<file path="src/rtl/traffic_pkg.sv">
// Shared state encoding and default phase durations for the intersection controller.
package traffic_pkg;

  typedef enum logic [2:0] {
    AR_A = 3'd0,
    NS_G = 3'd1,
    NS_Y = 3'd2,
    AR_B = 3'd3,
    EW_G = 3'd4,
    EW_Y = 3'd5,
    WALK = 3'd6
  } state_t;

  localparam int DEF_T_GREEN     = 30;
  localparam int DEF_T_MIN_GREEN = 10;
  localparam int DEF_T_YELLOW    = 5;
  localparam int DEF_T_ALLRED    = 2;
  localparam int DEF_T_WALK      = 10;
  localparam int TIMER_W         = 8;

endpackage

</file>
<file path="src/rtl/phase_timer.sv">
// In-state cycle counter: restarts from zero on clear, flags the final cycle of a phase.
module phase_timer
  import traffic_pkg::*;
(
  input  logic               clk,
  input  logic               rst,
  input  logic               clear,
  input  logic [TIMER_W-1:0] length,
  output logic [TIMER_W-1:0] count,
  output logic               done
);

  logic [TIMER_W-1:0] count_reg;

  always_ff @(posedge clk) begin
    if (rst || clear) begin
      count_reg <= '0;
    end else begin
      count_reg <= count_reg + 1'b1;
    end
  end

  assign count = count_reg;
  assign done  = (count_reg == length - 1'b1);

endmodule

</file>
<file path="src/rtl/intersection_ctrl.sv">
// Two-way intersection controller with pedestrian walk phase and early green
// termination once the minimum green has been served.
module intersection_ctrl
  import traffic_pkg::*;
#(
  parameter int T_GREEN     = DEF_T_GREEN,
  parameter int T_MIN_GREEN = DEF_T_MIN_GREEN,
  parameter int T_YELLOW    = DEF_T_YELLOW,
  parameter int T_ALLRED    = DEF_T_ALLRED,
  parameter int T_WALK      = DEF_T_WALK
) (
  input  logic clk,
  input  logic rst,
  input  logic ped_req,
  output logic ns_red,
  output logic ns_yellow,
  output logic ns_green,
  output logic ew_red,
  output logic ew_yellow,
  output logic ew_green,
  output logic walk,
  output logic ped_ack
);

  localparam logic [TIMER_W-1:0] LEN_GREEN  = TIMER_W'(T_GREEN);
  localparam logic [TIMER_W-1:0] LEN_YELLOW = TIMER_W'(T_YELLOW);
  localparam logic [TIMER_W-1:0] LEN_ALLRED = TIMER_W'(T_ALLRED);
  localparam logic [TIMER_W-1:0] LEN_WALK   = TIMER_W'(T_WALK);
  localparam logic [TIMER_W-1:0] MIN_LAST   = TIMER_W'(T_MIN_GREEN - 1);

  state_t             state_reg, state_next;
  logic               ped_pending_reg, ped_pending_next;
  logic [TIMER_W-1:0] phase_len;
  logic [TIMER_W-1:0] count;
  logic               done;
  logic               timer_clear;
  logic               want_walk;
  logic               min_green_met;

  // A request arriving this cycle counts immediately; WALK ignores the button.
  assign want_walk     = ped_pending_reg | (ped_req & (state_reg != WALK));
  assign min_green_met = (count >= MIN_LAST);
  assign timer_clear   = (state_next != state_reg);

  phase_timer u_timer (
    .clk    (clk),
    .rst    (rst),
    .clear  (timer_clear),
    .length (phase_len),
    .count  (count),
    .done   (done)
  );

  always_ff @(posedge clk) begin
    if (rst) begin
      state_reg       <= AR_A;
      ped_pending_reg <= 1'b0;
    end else begin
      state_reg       <= state_next;
      ped_pending_reg <= ped_pending_next;
    end
  end

  always_comb begin
    state_next = state_reg;
    phase_len  = LEN_ALLRED;
    ns_red     = 1'b1;
    ns_yellow  = 1'b0;
    ns_green   = 1'b0;
    ew_red     = 1'b1;
    ew_yellow  = 1'b0;
    ew_green   = 1'b0;
    walk       = 1'b0;
    ped_ack    = 1'b0;
    case (state_reg)
      AR_A: begin
        phase_len = LEN_ALLRED;
        if (done) state_next = want_walk ? WALK : NS_G;
      end
      NS_G: begin
        phase_len = LEN_GREEN;
        ns_red    = 1'b0;
        ns_green  = 1'b1;
        if (done || (want_walk && min_green_met)) state_next = NS_Y;
      end
      NS_Y: begin
        phase_len = LEN_YELLOW;
        ns_red    = 1'b0;
        ns_yellow = 1'b1;
        if (done) state_next = AR_B;
      end
      AR_B: begin
        phase_len = LEN_ALLRED;
        if (done) state_next = EW_G;
      end
      EW_G: begin
        phase_len = LEN_GREEN;
        ew_red    = 1'b0;
        ew_green  = 1'b1;
        if (done || (want_walk && min_green_met)) state_next = EW_Y;
      end
      EW_Y: begin
        phase_len = LEN_YELLOW;
        ew_red    = 1'b0;
        ew_yellow = 1'b1;
        if (done) state_next = AR_A;
      end
      WALK: begin
        phase_len = LEN_WALK;
        walk      = 1'b1;
        ped_ack   = (count == '0);
        if (done) state_next = NS_G;
      end
      default: state_next = AR_A;
    endcase
    // Entering WALK serves every request outstanding, including one this cycle.
    ped_pending_next = (state_next == WALK) ? 1'b0 : want_walk;
  end

endmodule

</file>
<file path="config.mk">
export PLATFORM = sky130hd
export DESIGN_NAME = intersection_ctrl
export DESIGN_NICKNAME = d
export VERILOG_FILES = /design/src/rtl/traffic_pkg.sv /design/src/rtl/phase_timer.sv /design/src/rtl/intersection_ctrl.sv
export SDC_FILE = /design/constraint.sdc
export NUM_CORES = 1
export LEC_CHECK = 0
export CAP_MARGIN = 10
export CORE_UTILIZATION = 60
export DETAILED_ROUTE_END_ITERATION = 6
export DONT_BUFFER_PORTS = 1
export GPL_ROUTABILITY_DRIVEN = 0
export GPL_TIMING_DRIVEN = 0
export HOLD_SLACK_MARGIN = 0.08
export PLACE_DENSITY = 0.76
export SYNTH_ARGS = -nofsm -noshare
export SYNTH_HDL_FRONTEND = slang
export SYNTH_SLANG_ARGS = --single-unit
</file>
<file path="constraint.sdc">
create_clock -name clk -period 2.99 [get_ports clk]
set_input_delay 0.299 -clock clk [delete_from_list [all_inputs] [get_ports clk]]
set_output_delay 0.299 -clock clk [all_outputs]
set_load 0.01 [all_outputs]
</file>
### After elaboration in Yosys (flattened, before gate mapping)

Cells that the tools add are included.

* add/sub/neg operators: 2
* multiply operators: 0
* div/mod/pow operators: 0
* magnitude comparators: 1
* equality and inequality tests: 10
* shift operators: 0
* multiplexer cells: 18
* bitwise logic cells: 2
* reduce and logical (&&, ||, !) cells: 10

Operator list (count)
* 2-to-1 mux 3 bit: 8
* case mux 3 bit (7 select lines): 1
* case mux 5 bit (3 select lines): 1
* == test 3 bit (second input constant): 4
* OR reduction 2 bit: 5
* adder 8 x 1 -> 8 bit (second input constant): 1
* == test 8 bit: 1
* greater-or-equal comparator 8 x 4 -> 1 bit (second input constant): 1
* zero test 8 bit: 1
* 2-to-1 mux 1 bit: 8
* == test 3 x 2 -> 1 bit (second input constant): 2
* subtractor 5 x 1 -> 6 bit (second input constant): 1
* == test 3 x 1 -> 1 bit (second input constant): 1
* zero test 3 bit: 1
* != test 3 bit: 1
* != test 3 bit (second input constant): 1
* logical OR 1 bit: 2
* AND 1 bit: 1
* logical AND 1 bit: 1
* bitwise OR 1 bit: 1

* register bits after elaboration: 12
* bits in latches: 0
* bits in writable memories: 0
* bits in read-only memories: 0
* input port bits: 3
* output and inout bits: 8
* logic and storage cells: 46
* memories kept: 0

### Depth between registers and ports, before layout

* depth after elaboration: 10
* gate-level depth with buffers: 10
* gate-level depth less buffers: 10

### Cells and area by module

Synthesis repeated with hierarchy kept, for this count alone.

* cells, all modules: 128
* area, all modules: 968.4 um^2

Modules (own cells, without submodules)
* phase_timer: instances 1, cells an instance 67, area an instance 550.5 um^2
* intersection_ctrl: instances 1, cells an instance 61, area an instance 417.9 um^2

### Least setup slack after synthesis

Ideal clock, no wire load.

* kind: register to register
* start: reg state_reg[2]
* end: reg state_reg[1]
* library setup time: 0.103 ns
* data arrival time: 2.308 ns
* slack: 0.579 ns
* stages on the path, launching flop included: 10
* path buffers: 0
* period minus slack after synthesis: 2.411 ns
* cell sequence: dfxtp_1 > or3b_1 > clkinv_2 > nor2_1 > ha_1 > xnor2_1 > a22oi_1 > o221a_4 > o311a_1 > a2111oi_2

* longest elaborated chain between the ends: 8
* elaborated cells between the ends (all ways): 26

RTL lines
* start, declared: RTL line intersection_ctrl.sv:31 `state_t state_reg, state_next;`
* start signal, assigned: RTL line intersection_ctrl.sv:59 `state_reg <= state_next;`
* == test 3 bit, or another cell as far along: RTL line intersection_ctrl.sv:75 `case (state_reg)`
* OR reduction 2 bit (no line)
* case mux 5 bit (3 select lines): RTL line intersection_ctrl.sv:75
* subtractor 5 x 1 -> 6 bit: RTL line phase_timer.sv:24 `assign done = (count_reg == length - 1'b1);`
* == test 8 bit: RTL line phase_timer.sv:24
* logical OR 1 bit: RTL line intersection_ctrl.sv:84, intersection_ctrl.sv:100
* 2-to-1 mux 3 bit (on tied branches): RTL line intersection_ctrl.sv:100, intersection_ctrl.sv:84
* case mux 3 bit (7 select lines) (*): RTL line intersection_ctrl.sv:75

Every way passes the cells marked *; elsewhere a longest branch is shown, timed or not.
A chain may end at the register's enable or synchronous reset.

### Worst setup path after layout

* start: reg state_reg[2]
* end: reg state_reg[0]

Same word-level chain as after synthesis.

==> flow_metrics.py <==
metrics = {
    "outcome": {
        "status": "finished clean",
    },
    "floorplanning": {
        "pin_count": 11,
        "die_area_um2": 1780,
        "initial_utilization_pct": 64.5,
        "coreArea_um2": 1510,
        "fp.dieW_um": 42.2,
        "die_height_um": 42.2,
        "fp-row-count": 14,
    },
    "critical_path": {
        "crit_type": "reg -> reg",
        "cp_max_fo": 10,
        "cp-start-kind": "flip-flop",
        "r2r_start": "state_reg[2]$_SDFF_PP0_",
        "cp_data_required_time_ns": 3.22,
        "startpoint": "state_reg[2]$_SDFF_PP0_",
        "arrival_ns": 2.93,
        "endpoint_kind": "flip-flop",
    },
    "timing": {
        "slew_headroom_pct": 62.5,
        "fmax_ghz": 0.370,
        "hold_viol": 0,
        "worst_slew_pin_slew_ns": 0.557,
        "drv_slew": 0,
        "setup_violations": 0,
        "finClkSkew_ns": 0.0149,
        "fin_crit_sh_pct": 90.4,
        "finalSetupTns_ns": 0,
        "min_period_ns": 2.70,
        "fin_hold_ws_ns": 0.245,
        "rsz0062_at_grt": "false",
    },
    "synthesis": {
        "postSynthCellCount": 114,
        "ys_seq_area_share_pct": 24.7,
        "syn_area_per_cell_um2": 8.52,
        "synthSimpleGateAreaFrac_pct": 25.5,
        "synth_area_leaders": "dfxtp_1, ha_1, xnor2_1",
        "synth_compound_area_share_pct": 24.7,
        "synthXorXnorAreaFrac_pct": 10.8,
        "synth_top_area_cell": "dfxtp_1",
        "syn_area_um2": 971,
        "yosys.area.top_type_share_pct": 24.7,
        "synth_edf_count": 0,
        "async_reset_ff_share_pct": 0,
        "ys_ff_latch": 12,
        "muxShareOfSynthArea_pct": 0,
        "yosys_warnings": 0,
        "syn_nets": 122,
        "synth_fa_ha_area_share_pct": 6.44,
        "synth-main-ff-cell": "dfxtp_1",
        "synth_top_family_by_area": "simple AND/OR/NAND/NOR gates",
        "synthDistinctLibCells": 45,
    },
    "layout": {
        "layout.nets": 127,
        "multi_input_area_um2": 656,
        "largest_reg_flops": 8,
        "utilization_pct": 68.2,
        "insertedDiodeCount": 0,
        "fillers": 135,
        "fin_cells": 134,
        "drive_gt1_share_pct": 16.9,
        "area_delta_synth_final_pct": 5.80,
        "final_area_um2": 1030,
        "regArea_um2": 240,
    },
    "power_and_ir_drop": {
        "comb_power_share_pct": 68.4,
        "power_frac_clock_pct": 10.9,
        "seq_power_share_pct": 20.7,
        "p_int_w": 0.000607,
        "peakVddDrop_v": 0.000692,
        "switching_power_w": 0.000635,
        "p_per_area_nw_per_um2": 1210,
        "switching_share_pct": 51.1,
        "p_leak_nw": 0.417,
    },
    "place": {
        "placed_cells": 130,
        "dpl-instance-area_um2": 991,
        "io_buffers": 0,
        "dp_hpwl_mm": 1.56,
    },
    "routing": {
        "wirelength_mm": 2.08,
        "vias_per_cell": 6.49,
        "routedWlPerCell_um": 15.5,
        "vias": 870,
        "drt_iter0_markers": 26,
        "drcViolationCount": 0,
        "drt-pass1-iter-count": 4,
        "ant_nets": 0,
    },
    "global_routing": {
        "antenna_found_initial": 0,
        "grt_usage_pct": 26.4,
        "grt_pass1_wl_mm": 3.59,
        "gr-total-overflow": 0,
        "grt_max_degree": 11,
        "grt_pass1_vias": 809,
    },
    "clocking": {
        "insertion_delay_ns": 0.29,
        "cts_buffers": 3,
        "holdBufCountCts": 0,
        "postCtsResizedCells": 0,
        "tritoncts": "done",
        "cts.root.buffer_cell": "clkbuf_4",
        "cts_setup_buffers": 0,
        "htreeDepth": 1,
        "clk_pin_slew_ns": 0.07,
        "clockBufferDepth": 2,
        "cts_sinks": 12,
    },
    "hold_path": {
        "hold_class": "in -> reg",
        "holdCritStartpoint": "rst",
    },
    "run": {
        "drv_cap": 0,
    },
}
per-stage QoR:
step	power (W)	worst slack, ns
5_1_grt	0.00134	0.0937
2_1_floorplan	0.000958	0.579
4_1_cts	0.00124	0.278
6_report	0.00124	0.287
3_3_place_gp	0.00107	0.369
3_5_place_dp	0.00110	0.282
cells in the mapped netlist, drive strengths merged (2+ instances only):
cell type / count
a31oi: 3
nand3b: 2
and3: 2
o31ai: 2
a311oi: 2
xor2: 5
o221ai: 3
or3b: 2
dfxtp: 12
nand2: 7
xnor2: 7
nor3: 10
ha: 5
o211ai: 2
nor2: 7
clkbuf: 2
nand3: 7
nor4: 3
a21oi: 2
buf: 4
inv: 9
worst paths after layout:
path,endpoint,slack (ns),depth (start not counted)
worst max-delay path,state_reg[0]$_SDFF_PP0_,0.29,10
worst min-delay path,ped_pending_reg$_SDFF_PP0_,0.25,3
worst min register to register,u_timer.count[7]$_SDFF_PP0_,0.55,2
worst max register to register,state_reg[0]$_SDFF_PP0_,0.29,10
layout make-up:
class | instances | area share [%]
flip-flops and latches | 12 | 23.4
plain buffers | 6 | 3.53
clock buffers | 4 | 3.53
well taps | 16 | 1.95
multi-input cells | 86 | 63.8
inverters | 10 | 3.78
power by group through the flow:
stage | Sequential [W] | Combinational, W | Clock, W
3_3_place_gp | 0.000256 | 0.000817 | 0
3_5_place_dp | 0.000259 | 0.000842 | 0
2_1_floorplan | 0.000243 | 0.000716 | 0
4_1_cts | 0.000256 | 0.000843 | 0.000139
5_1_grt | 0.000263 | 0.000933 | 0.000144
6_report | 0.000257 | 0.000850 | 0.000135
cells in the final DEF, fill, tap and decap left out, types with 2 or more instances in the layout:
cell,count
dfxtp_1,12
inv_1,9
nor3_1,9
nor2_1,7
nand2_1,7
xnor2_1,7
nand3_1,6
xor2_1,5
ha_1,5
nor4_1,3
a31oi_1,3
clkbuf_4,3
or3b_1,2
buf_2,2
clkbuf_1,2
a21oi_1,2
o221ai_2,2
and3_1,2
o31ai_1,2
cells by family (layout without fill, tap and decap cells):
kind of cell	after synthesis	count (layout)
flops	12	12
xor+xnor	12	12
compound gates	25	25
fa+ha+maj	5	5
buf+inv	16	20
simple gates	44	44
per-layer routing:
layer	up-vias	GRT usage (%)	wire length [µm]
met3	2	3.88	113
met2	26	44.6	1030
li1	432	-	-
met1	410	33.2	902
met5	-	0	0
met4	0	11.3	31
worst max-delay path, stage by stage (launching register included):
cell and delay, ns:
dfxtp_1 0.39, or3b_1 0.44, clkinv_2 0.12, nor2_1 0.07
inv_1 0.06, ha_1 0.23, xor2_1 0.33, o211ai_2 0.17
o221a_4 0.17, nor3_4 0.40, o2111a_1 0.25
(Power assumes the default switching activity.)
